`config.mk`:
```
export PLATFORM = sky130hd
export DESIGN_NAME = ma_stage
export DESIGN_NICKNAME = d
export VERILOG_FILES = /design/src/rtl/simple_risc_pkg.sv /design/src/rtl/ma_timeout_ctr.sv /design/src/rtl/ma_stage.sv
export SDC_FILE = /design/constraint.sdc
export NUM_CORES = 1
export LEC_CHECK = 0
export ABC_CLOCK_PERIOD_IN_PS = 5550
export BUFFER_PORTS_ARGS = -buffer_cell sky130_fd_sc_hd__buf_2
export CAP_MARGIN = 20
export CORE_MARGIN = 1.5
export CORE_UTILIZATION = 44
export CTS_CLUSTER_DIAMETER = 150
export DETAILED_ROUTE_END_ITERATION = 10
export HOLD_SLACK_MARGIN = 0.15
export PLACE_DENSITY = 0.78
export SLEW_MARGIN = 20
export SYNTH_ARGS = -nofsm -noshare
export SYNTH_HDL_FRONTEND = slang
export SYNTH_SLANG_ARGS = --single-unit
```
`constraint.sdc`:
```
create_clock -name Clk -period 5.55 [get_ports Clk]
set_input_delay 1.11 -clock Clk [delete_from_list [all_inputs] [get_ports Clk]]
set_output_delay 1.11 -clock Clk [all_outputs]
set_load 0.01 [all_outputs]
```
`src/rtl/simple_risc_pkg.sv`:
```
// Shared definitions for the simple RISC pipeline: memory-access FSM encoding,
// timeout default, word-alignment mask and the captured-instruction payload.
package simple_risc_pkg;

  localparam int unsigned XLEN                = 32;
  localparam int unsigned REG_IDX_W           = 4;
  localparam int unsigned TMO_CNT_W           = 8;
  localparam int unsigned MEM_TIMEOUT_DEFAULT = 255;

  // Low address bits that must be zero for a word access
  localparam logic [XLEN-1:0] WORD_ALIGN_MASK = 32'h0000_0003;

  typedef enum logic [1:0] {
    MA_IDLE   = 2'd0,
    MA_ACCESS = 2'd1,
    MA_ERROR  = 2'd2
  } ma_state_e;

  // Instruction fields held by the memory-access stage
  typedef struct packed {
    logic                 is_ld;
    logic                 is_st;
    logic                 is_wb;
    logic                 is_call;
    logic [REG_IDX_W-1:0] rd;
    logic [XLEN-1:0]      alu;
    logic [XLEN-1:0]      op2;
    logic [XLEN-1:0]      pc;
  } ma_instr_t;

  function automatic logic is_word_aligned(input logic [XLEN-1:0] addr);
    return (addr & WORD_ALIGN_MASK) == '0;
  endfunction

endpackage

```
`src/rtl/ma_timeout_ctr.sv`:
```
// Memory-wait timeout counter.
// Ports: Clk, reset_n (async active-low), clear (zero count), enable (count one
// unanswered cycle), limit (timeout in cycles), expired (this enabled cycle
// brings the count to limit).
module ma_timeout_ctr
  import simple_risc_pkg::*;
#(
  parameter int unsigned CNT_W = TMO_CNT_W
) (
  input  logic             Clk,
  input  logic             reset_n,
  input  logic             clear,
  input  logic             enable,
  input  logic [CNT_W-1:0] limit,
  output logic             expired
);

  localparam int unsigned EXT_W = CNT_W + 1;

  logic [CNT_W-1:0] count_q;

  // Wait-cycle count
  always_ff @(posedge Clk or negedge reset_n) begin
    if (!reset_n) begin
      count_q <= '0;
    end else if (clear) begin
      count_q <= '0;
    end else if (enable) begin
      count_q <= count_q + CNT_W'(1);
    end
  end

  // Evaluated one bit wider so the increment can never wrap in the compare
  assign expired = enable && ((EXT_W'(count_q) + EXT_W'(1)) >= EXT_W'(limit));

endmodule

```
`src/rtl/ma_stage.sv`:
```
// Memory-access pipeline stage: passes ALU results through with one cycle of
// latency, runs one load/store at a time against a req/ack memory port, aborts
// on misalignment or timeout into a sticky error state.
// Ports: Clk, reset_n (async assert, synchronised release); upstream
// instruction fields + stall; memory req/we/addr/wdata/rdata/ack; downstream
// registered valid_out/isWb/isCall/isLd/Rd/aluResult/ldResult/pc_current/mem_err.
// mem_* and stall are combinational.
module ma_stage
  import simple_risc_pkg::*;
#(
  parameter int unsigned MEM_TIMEOUT = MEM_TIMEOUT_DEFAULT
) (
  input  logic                 Clk,
  input  logic                 reset_n,
  input  logic                 valid_in,
  input  logic                 isLd_in,
  input  logic                 isSt,
  input  logic                 isWb_in,
  input  logic                 isCall_in,
  input  logic [REG_IDX_W-1:0] Rd_in,
  input  logic [XLEN-1:0]      aluResult_in,
  input  logic [XLEN-1:0]      op2,
  input  logic [XLEN-1:0]      pc_in,
  output logic                 stall,
  output logic                 mem_req,
  output logic                 mem_we,
  output logic [XLEN-1:0]      mem_addr,
  output logic [XLEN-1:0]      mem_wdata,
  input  logic [XLEN-1:0]      mem_rdata,
  input  logic                 mem_ack,
  output logic                 valid_out,
  output logic                 isWb,
  output logic                 isCall,
  output logic                 isLd,
  output logic [REG_IDX_W-1:0] Rd,
  output logic [XLEN-1:0]      aluResult,
  output logic [XLEN-1:0]      ldResult,
  output logic [XLEN-1:0]      pc_current,
  output logic                 mem_err
);

  logic [1:0]      rst_sync_q;
  logic            rst_n_sync;
  ma_state_e       state_q, state_d;
  ma_instr_t       instr_q, instr_in;
  logic            mem_op, aligned;
  logic            ctr_clear, ctr_en, tmo_expired;
  logic            valid_q, wb_q, err_q;
  logic [XLEN-1:0] ld_q;

  // Reset asserts immediately, releases two clocks later
  always_ff @(posedge Clk or negedge reset_n) begin
    if (!reset_n) rst_sync_q <= 2'b00;
    else          rst_sync_q <= {rst_sync_q[0], 1'b1};
  end
  assign rst_n_sync = rst_sync_q[1];

  // Decode; a load with isSt also set stays a load
  assign instr_in = '{is_ld:   isLd_in,
                      is_st:   isSt & ~isLd_in,
                      is_wb:   isWb_in,
                      is_call: isCall_in,
                      rd:      Rd_in,
                      alu:     aluResult_in,
                      op2:     op2,
                      pc:      pc_in};
  assign mem_op  = isLd_in | isSt;
  assign aligned = is_word_aligned(aluResult_in);

  ma_timeout_ctr #(.CNT_W(TMO_CNT_W)) u_tmo (
    .Clk     (Clk),
    .reset_n (rst_n_sync),
    .clear   (ctr_clear),
    .enable  (ctr_en),
    .limit   (TMO_CNT_W'(MEM_TIMEOUT)),
    .expired (tmo_expired)
  );

  // State register
  always_ff @(posedge Clk or negedge rst_n_sync) begin
    if (!rst_n_sync) state_q <= MA_IDLE;
    else             state_q <= state_d;
  end

  // Next state
  always_comb begin
    state_d = state_q;
    unique case (state_q)
      MA_IDLE: begin
        if (valid_in && mem_op) begin
          if (!aligned)      state_d = MA_ERROR;
          else if (!mem_ack) state_d = MA_ACCESS;
        end
      end
      MA_ACCESS: begin
        if (mem_ack)          state_d = MA_IDLE;
        else if (tmo_expired) state_d = MA_ERROR;
      end
      MA_ERROR: state_d = MA_ERROR;
      default:  state_d = MA_IDLE;
    endcase
  end

  // Memory port, stall and counter control; all forced low while in reset
  always_comb begin
    stall     = 1'b0;
    mem_req   = 1'b0;
    mem_we    = 1'b0;
    mem_addr  = '0;
    mem_wdata = '0;
    ctr_clear = 1'b0;
    ctr_en    = 1'b0;
    if (rst_n_sync) begin
      unique case (state_q)
        MA_IDLE: begin
          ctr_clear = 1'b1;
          if (valid_in && mem_op) begin
            if (aligned) begin
              mem_req   = 1'b1;
              mem_we    = instr_in.is_st;
              mem_addr  = aluResult_in;
              mem_wdata = op2;
              stall     = ~mem_ack;
            end else begin
              stall = 1'b1;
            end
          end
        end
        MA_ACCESS: begin
          mem_req   = 1'b1;
          mem_we    = instr_q.is_st;
          mem_addr  = instr_q.alu;
          mem_wdata = instr_q.op2;
          stall     = ~mem_ack;
          ctr_en    = ~mem_ack;
        end
        MA_ERROR: stall = 1'b1;
        default:  stall = 1'b0;
      endcase
    end
  end

  // Downstream registers; valid_out and isWb are single-cycle pulses
  always_ff @(posedge Clk or negedge rst_n_sync) begin
    if (!rst_n_sync) begin
      instr_q <= '0;
      valid_q <= 1'b0;
      wb_q    <= 1'b0;
      err_q   <= 1'b0;
      ld_q    <= '0;
    end else begin
      valid_q <= 1'b0;
      wb_q    <= 1'b0;
      unique case (state_q)
        MA_IDLE: begin
          if (valid_in) begin
            instr_q <= instr_in;
            if (!mem_op) begin
              valid_q <= 1'b1;
              wb_q    <= isWb_in;
            end else if (!aligned) begin
              valid_q <= 1'b1;
              err_q   <= 1'b1;
            end else if (mem_ack) begin
              valid_q <= 1'b1;
              wb_q    <= isWb_in;
              if (isLd_in) ld_q <= mem_rdata;
            end
          end
        end
        MA_ACCESS: begin
          if (mem_ack) begin
            valid_q <= 1'b1;
            wb_q    <= instr_q.is_wb;
            if (instr_q.is_ld) ld_q <= mem_rdata;
          end else if (tmo_expired) begin
            valid_q <= 1'b1;
            err_q   <= 1'b1;
          end
        end
        default: ;
      endcase
    end
  end

  assign valid_out  = valid_q;
  assign isWb       = wb_q;
  assign isCall     = instr_q.is_call;
  assign isLd       = instr_q.is_ld;
  assign Rd         = instr_q.rd;
  assign aluResult  = instr_q.alu;
  assign pc_current = instr_q.pc;
  assign ldResult   = ld_q;
  assign mem_err    = err_q;

endmodule

```
Yosys cells after proc, flatten, opt, wreduce, memory -nomap -nowiden
Cells that the tools add are included.

storage, ports and cells
  input port bits = 140
  word-level logic and storage cells = 106
  flip-flop bits (word level) = 151

cells by class
  add/sub/neg operators = 2
  equality and inequality tests = 15
  $lt $le $gt $ge = 1
  bitwise operators = 4
  mux-type cells = 59
  reduce and logical (&&, ||, !) cells = 10

operators by type and width
  cell                   count
  $mux W32               13
  $pmux W32 S2           3
  $logic_not A32 Y1      1
  $mux W1                29
  $ne A2 B2 Y1 const B   11
  $mux W8                2
  $mux W2                5
  $pmux W1 S2            5
  $add A8 B1 Y9 const B  1
  $ge A9 B8 Y1 const B   1
  $add A8 B1 Y8 const B  1
  $reduce_and A8 Y1      1
  $ne A3 B3 Y1 const B   2
  $pmux W2 S3            1
  $reduce_and A6 Y1      1
  $reduce_bool A2 Y1     2
  $pmux W1 S3            1
  $reduce_and A3 Y1      1
  $eq A2 B1 Y1 const B   1
  $eq A2 B2 Y1 const B   1
  $logic_and A1 B1 Y1    2
  $logic_not A2 Y1       1
  $not A1 Y1             2
  $reduce_and A2 Y1      1
  2 further kinds        2

Depth between registers and ports, before layout
Gate-level depths: netlist of the first run.

  word-level depth = 7
  depth in mapped cells = 7
  gate-level depth less buffers = 6

By module
From an unflattened synthesis of the first run, not the netlist that was laid out.

unflattened totals
  cells, all modules = 850
  area, all modules = 7973.9 µm²

by module, submodules not included
  module          seq. area each (µm²)  times used  area each (µm²)  cells each
  ma_stage        3578.4                1           7308.3           773
  ma_timeout_ctr  200.2                 1           665.6            77

Least setup slack after synthesis of the first run
No wires, ideal clock.

  kind = flip-flop to output port
  start point = register rst_sync_q[1]
  end point = output mem_wdata[0]
  data required time = 4.440 ns
  cell stages (with the launch flop) = 5
  arrival = 4.469 ns
  setup slack = -0.029 ns
  path through = dfrtp_1 -> nand2b_1 -> buf_2 -> buf_1 -> nor2_1

between the ends
  word-level cells in the longest chain between the ends = 1

RTL lines
  element                 RTL line         source
  start, declared         ma_stage.sv:42   logic [1:0] rst_sync_q;
  start signal, assigned  ma_stage.sv:54   else rst_sync_q <= {rst_sync_q[0], 1'b1};
  $mux W32                ma_stage.sv:113  if (rst_n_sync) begin
  end, declared           ma_stage.sv:28   output logic [XLEN-1:0] mem_wdata,

Every way passes these cells.

Worst setup path after layout of the first run
  start point = register state_q[0]
  end point = output mem_addr[25]

between the ends
  word-level cells in the longest chain between the ends = 3

RTL lines
  element                                                  RTL line         source
  start, declared                                          ma_stage.sv:44   ma_state_e state_q, state_d;
  start signal, assigned                                   ma_stage.sv:82   else state_q <= state_d;
  $eq A2 B1 Y1 / $logic_not A2 Y1 (equally long branches)  ma_stage.sv:114  unique case (state_q)
  $pmux W32 S2 *                                           ma_stage.sv:114
  $mux W32 *                                               ma_stage.sv:113
  end, declared                                            ma_stage.sv:27   output logic [XLEN-1:0] mem_addr,

Mark *: on every way between the ends. The rest lies on a longest branch, timed or not.

==> run summary, run 1 <==
Sw Share -> 30.0%
Post-synth EDFFs -> 0
Layout net count -> 992
Vias in the first global route -> 5643
Routability cong. -> 0.782
Grt total ovfl -> 0
Crit path largest cell delay -> 0.93 ns
Ratio of cells with drive above 1 in the final layout -> 56.9%
Nature of the critical path endpoint -> primary output
Max Root-Sink Buffers -> 2
Register area share after synthesis -> 51.6%
P_leak -> 4.35 nW
VDD IR max -> 0.230 mV
Setup TNS -> 0 ns
Synthesis Warnings -> 0
Status -> completed
Cell count of the worst reg-to-reg path -> 5
Seq pwr share -> 46.8%
Area contributors post-synth -> dfrtp_1 52%, mux2_2 20%, buf_4 7.0%, a22oi_1 6.4%, nor2_1 3.9%
CTS sink cnt -> 151
Startpoint types -> flip-flop
Slew Viols, Final -> 0
Slew @ Worst Pin -> 0.974 ns
Synthesized netlist cell count -> 620
H-tree depth -> 4
RSZ-0062 raised after global routing -> false
Die H -> 132 um
CP required -> 4.44 ns
Pwr Total -> 3.70 mW
Worst path cell trace -> nor2b_4 -> buf_4 -> a22oi_1 -> nor2_1 -> buf_2
Row cnt -> 46
Layout Skew -> 0.00999 ns
Via-to-Cell Ratio -> 5.13
Mapped Area -> 7320 um2
Total number of vias -> 5537
Post-CTS Setup Bufs -> 0
Largest net degree at the start of global routing -> 69
Inserted Clock Buffers -> 17
Crit path kind -> reg -> out
Filler cells -> 1371
Combinational fraction of design power -> 23.8%
Post-synth ARST share -> 100%
Initial antenna violation count -> 1
Slew headroom -> 35.0%
Max-Cap Viols -> 0
Psw -> 1.11 mW
Routed len/inst -> 15.8 um
Pwr per Cell Area -> 408 nW/um2
Clock insertion delay at the later pin of the skew report -> 0.42 ns
Synthesis-stage register bit count -> 151
Top-area cell type share of the netlist area -> 51.6%
Tcrit/Tclk final -> 75.3%
Clock-pin slew of the registers on the worst-case setup and hold paths -> 0.07 ns
Worst Path Max Fanout -> 41
Stages on the worst setup path -> 5
Tot GR Track Use -> 19.7%
Netlist cell types -> 46
Post-Syn Area per Cell -> 11.8 um2
Setup Viol. Count Final -> 0
Root Driver -> clkbuf_16
Initial core utilization -> 45.6%
CTS tree -> yes
Internal -> 2.59 mW
Die area -> 17400 um2
Final WL -> 17000 um
Post-route DRC -> 0
Antenna Nets Post-Route -> 0
Fmax -> 239 MHz
Drt pass-1 iters -> 4
Top Ports -> 312
Syn Nets -> 762
Min Tclk post-route -> 4.18 ns
Worst Path Arrival -> 3.07 ns
PostCTS Resize Cnt -> 0
Crit-path leading delay family -> simple AND/OR/NAND/NOR gates
Detail Placement HPWL -> 12000 um
First-pass GRT wire length -> 27900 um
CP bufs+invs -> 2
Ant. Diodes -> 0
Leading area contributor after synthesis -> dfrtp_1
HP Class -> reg -> async
Core ar. -> 16100 um2
Final Hold Fails -> 0
Die Width -> 132 um
Area grow syn2layout -> 24.0%
Clock share of power -> 29.4%
IO Port Bufs -> 311
Initial drt markers -> 275
Primary FF master, synth -> dfrtp_1
Post-cts hold buffer count -> 0
Crit-path slowest cell -> nor2b_4
## sequential cells by signal (all words and copies together) (netlist names)
signal         flops
isLd               1
Rd                 4
ldResult          32
valid_out          1
pc_current        32
isCall             1
state_q            2
instr_q           34
u_tmo.count_q      8
isWb               1
aluResult         32
rst_sync_q         2
mem_err            1
## stage by stage
step / hold slack, ns / instance area [um2] / worst slack (ns) / instances / utilization, %
6_report: 0.256 / 9080 / 1.37 / 1079 / 56.6
3_3_place_gp: 0.259 / 8530 / 1.71 / 1047 / 53.1
5_1_grt: 0.294 / 9080 / 1.10 / 1079 / 56.6
3_5_place_dp: 0.271 / 8530 / 1.65 / 1047 / 53.1
2_1_floorplan: 0.331 / 7330 / 1.54 / 620 / -
4_1_cts: 0.273 / 9080 / 1.32 / 1079 / 56.6
## layout by cell type, fill, tap and decap left out, drive strengths merged, types with 3 or more instances in the layout
cell type  netlist  routed
a22o             5       5
buf            100     320
mux2           134     134
dfrtp          151     151
nor3             5       5
nand3            6       6
nand2            8       8
nor2b            4       4
clkbuf           9      19
nor2            77      77
a22oi           63      63
inv              7      15
o21ai            9       9
and3             4       4
a21oi            5       5
clkinvlp         0       3
nor3b            3       3
## power by group through the flow
stage / registers (mW) / logic, mW / clock network (mW)
6_report: 1.73 / 0.882 / 1.09
5_1_grt: 1.79 / 0.954 / 1.16
4_1_cts: 1.74 / 0.897 / 1.12
3_5_place_dp: 1.75 / 0.898 / 0
3_3_place_gp: 1.73 / 0.872 / 0
2_1_floorplan: 1.71 / 0.828 / 0
## synth_stat cells (2+ instances only)
| cell type | instances |
|---|---|
| nor3_1 | 4 |
| a22oi_1 | 62 |
| buf_4 | 68 |
| clkbuf_1 | 9 |
| nor3b_1 | 2 |
| mux2i_1 | 2 |
| nand3_1 | 6 |
| mux2_1 | 4 |
| a31oi_1 | 2 |
| o21bai_1 | 2 |
| dfrtp_1 | 151 |
| ha_1 | 2 |
| o21ai_0 | 8 |
| a21oi_1 | 5 |
| buf_2 | 23 |
| o22ai_1 | 2 |
| nor2_1 | 77 |
| buf_6 | 3 |
| inv_1 | 7 |
| a22o_1 | 5 |
| buf_1 | 6 |
| mux2_2 | 130 |
| nand2_1 | 8 |
| o31ai_1 | 2 |
| a32oi_1 | 2 |
| and3_1 | 4 |
| nor2b_1 | 4 |
| nor4_1 | 2 |
## cells by family after synthesis
logic type	Yosys count	synth area share [%]
and+or+nand+nor	115	7.07
AOI/OAI and AO/OA	98	9.82
xor gates and xnor gates	1	0.120
other	1	0.0512
adders and majority gates	2	0.342
muxes	136	20.9
buffers and inverters	116	10.1
DFF	151	51.6
## cell type report
type                    instances  area (um2)  area share (%)
inverters                       7        26.3           0.289
flip-flops and latches        151        3780            41.7
repair buffers                320        1620            17.9
multi-input cells             353        2820            31.1
clock inverters                13         111            1.23
clock buffers                  19         443            4.88
well taps                     216         270            2.98
## per-layer routing
metal	track usage (%)	part of all wire, %
met5	0	0.076
met1	23.6	41
met4	6.79	1.5
met2	33.8	51
met3	5.73	5.9
## worst paths after layout
check,startpoint,endpoint,slack (ns)
worst max-delay path,state_q[0],mem_addr[25],1.37
worst min-delay path,rst_sync_q[1],pc_current[4],0.26
worst max register to register,state_q[0],state_q[0],2.88
worst min register to register,rst_sync_q[1],pc_current[4],0.26
max in group asynchronous,rst_sync_q[1],aluResult[10],4.05
min in group Clk,rst_sync_q[0],rst_sync_q[1],0.35
(Power assumes the default switching activity.)
==> run 2, diff against run 1 <==
Settings changed: ABC_CLOCK_PERIOD_IN_PS 5550 to 3500.
Clock period 5.55 ns to 3.5 ns, I/O delays scaled along.
==> run 2 against run 1 <==
  * Worst setup slack lost 0.77 ns
  * Via count fell by 0.14%
  * Register-to-register slack lost 1.8 ns
  * Sequential share of layout area decreased by 0.40 points
  * Power up 60%
  * Final area is 0.96% higher
  * Critical path depth increased by 3
  * Global-route usage increased by 0.27 points
  * Worst hold slack better by 0.092 ns
==> run summary, run 2 (synthesis gave the netlist of run 1 again) <==
CTS tree -> yes
Number of flip-flops in the largest register -> 34
Routed len/inst -> 16.2 um
Commonest non-fill, non-tap cell in the layout -> buf_2
Clock insertion delay at the later pin of the skew report -> 0.42 ns
CP bufs+invs -> 3
Cell mode on critical path -> buf_2
Startpoint types -> input pin
Sw Share -> 29.9%
Status -> completed
Largest net degree at the start of global routing -> 67
Routability cong. -> 0.845
Clock share of power -> 29.8%
Crit-path leading delay family -> simple AND/OR/NAND/NOR gates
CP required -> 2.80 ns
Seq pwr share -> 46.1%
Hold Path Depth -> 0
Root Driver -> clkbuf_16
Tcrit/Tclk final -> 82.7%
Initial core utilization -> 45.6%
Initial drt markers -> 299
VDD IR max -> 0.376 mV
Slew @ Worst Pin -> 0.851 ns
Antenna Nets Post-Route -> 0
Min Tclk post-route -> 2.89 ns
Top Ports -> 312
Inserted Clock Buffers -> 17
Hold Slack -> 0.348 ns
Die H -> 132 um
Worst Path Arrival -> 2.19 ns
Post-CTS Setup Bufs -> 0
Max Root-Sink Buffers -> 2
Pwr per Cell Area -> 647 nW/um2
Grt total ovfl -> 0
Total number of vias -> 5529
Fmax -> 345 MHz
Via-to-Cell Ratio -> 5.10
Top reg by flops -> instr_q
HP Class -> reg -> reg
Setup Viol. Count Final -> 0
Internal -> 4.16 mW
Detail Placement HPWL -> 12400 um
Crit-path slowest cell -> nor3b_2
Layout net count -> 998
PostCTS Resize Cnt -> 0
Slew headroom -> 43.3%
H-tree depth -> 4
CTS sink cnt -> 151
Die area -> 17400 um2
P_leak -> 4.40 nW
Slew Viols, Final -> 0
Final WL -> 17500 um
RSZ-0062 raised after global routing -> false
Crit path kind -> in -> out
Layout Skew -> 0.00973 ns
Nature of the critical path endpoint -> primary output
Post-route DRC -> 0
Area grow syn2layout -> 25.2%
Combinational fraction of design power -> 24.1%
IO Port Bufs -> 311
Die Width -> 132 um
First-pass GRT wire length -> 27900 um
Initial antenna violation count -> 0
Filler cells -> 1368
Tot GR Track Use -> 19.9%
Vias in the first global route -> 5450
Worst path cell trace -> buf_2 -> o21ai_2 -> nor3_2 -> nor3b_2 -> buf_12 -> a22oi_1 -> nor2_1 -> buf_2
Core ar. -> 16100 um2
Ratio of cells with drive above 1 in the final layout -> 57.1%
Row cnt -> 46
Final Hold Fails -> 0
Stages on the worst setup path -> 8
Setup TNS -> 0 ns
Commonest cells after routing, fill and taps aside -> 311 x buf_2, 150 x dfrtp_1, 130 x mux2_2, 77 x nor2_1, 62 x a22oi_1
Ant. Diodes -> 0
Crit path largest cell delay -> 0.36 ns
Cell count of the worst reg-to-reg path -> 6
Max-Cap Viols -> 0
Worst Path Max Fanout -> 59
Psw -> 1.77 mW
Drt pass-1 iters -> 4
Clock-pin slew of the registers on the worst-case setup and hold paths -> 0.06 ns
run 2: power groups by stage:
stage                     Combinational, mW  Clock [mW]  Sequential [mW]
after floorplan                        1.31           0             2.71
after CTS                              1.45        1.82             2.74
after detailed placement               1.45           0             2.77
after global routing                   1.54        1.89             2.83
final                                  1.43        1.77             2.73
after global placement                 1.40           0             2.73
run 2: final timing paths:
path,startpoint,end,slack [ns]
worst min-delay path,rst_sync_q[0],rst_sync_q[1],0.35
worst max register to register,state_q[0],valid_out,1.11
min in group asynchronous,rst_sync_q[1],pc_current[9],0.43
worst min register to register,rst_sync_q[0],rst_sync_q[1],0.35
worst max-delay path,isSt,mem_addr[4],0.61
max in group asynchronous,rst_sync_q[1],aluResult[10],1.84
run 2: cell type report:
type                            instances  area, um2  area share [%]
Clock buffer                           17        425            4.64
Clock inverter                         15        141            1.54
Inverter                                7       26.3           0.287
Multi-Input combinational cell        353       2820            30.8
Sequential cell                       151       3780            41.3
Tap cell                              216        270            2.95
Timing Repair Buffer                  326       1700            18.5
run 2: metal layers:
metal	GRT usage [%]	vias up	routed length [um]
met3	5.42	22	1070
met1	24.4	2673	7390
met5	0	-	0
li1	-	2615	-
met2	34.2	219	8760
met4	6.36	0	301
run 2: timing repair:
item,4_1_cts,5_1_grt
setup endpoints to repair,0,0
hold buffers,2,0
hold endpoints to repair,6,0
run 2: through the flow:
step	power (mW)	cells	utilization (%)	area (um2)	setup slack (ns)
CTS	6.01	1085	57.1	9170	0.569
global route	6.26	1085	57.1	9170	0.412
finish	5.93	1085	57.1	9170	0.605
floorplan	4.03	620	-	7330	0.611
detailed placement	4.22	1051	53.4	8580	0.678
global placement	4.14	1051	53.4	8580	0.687
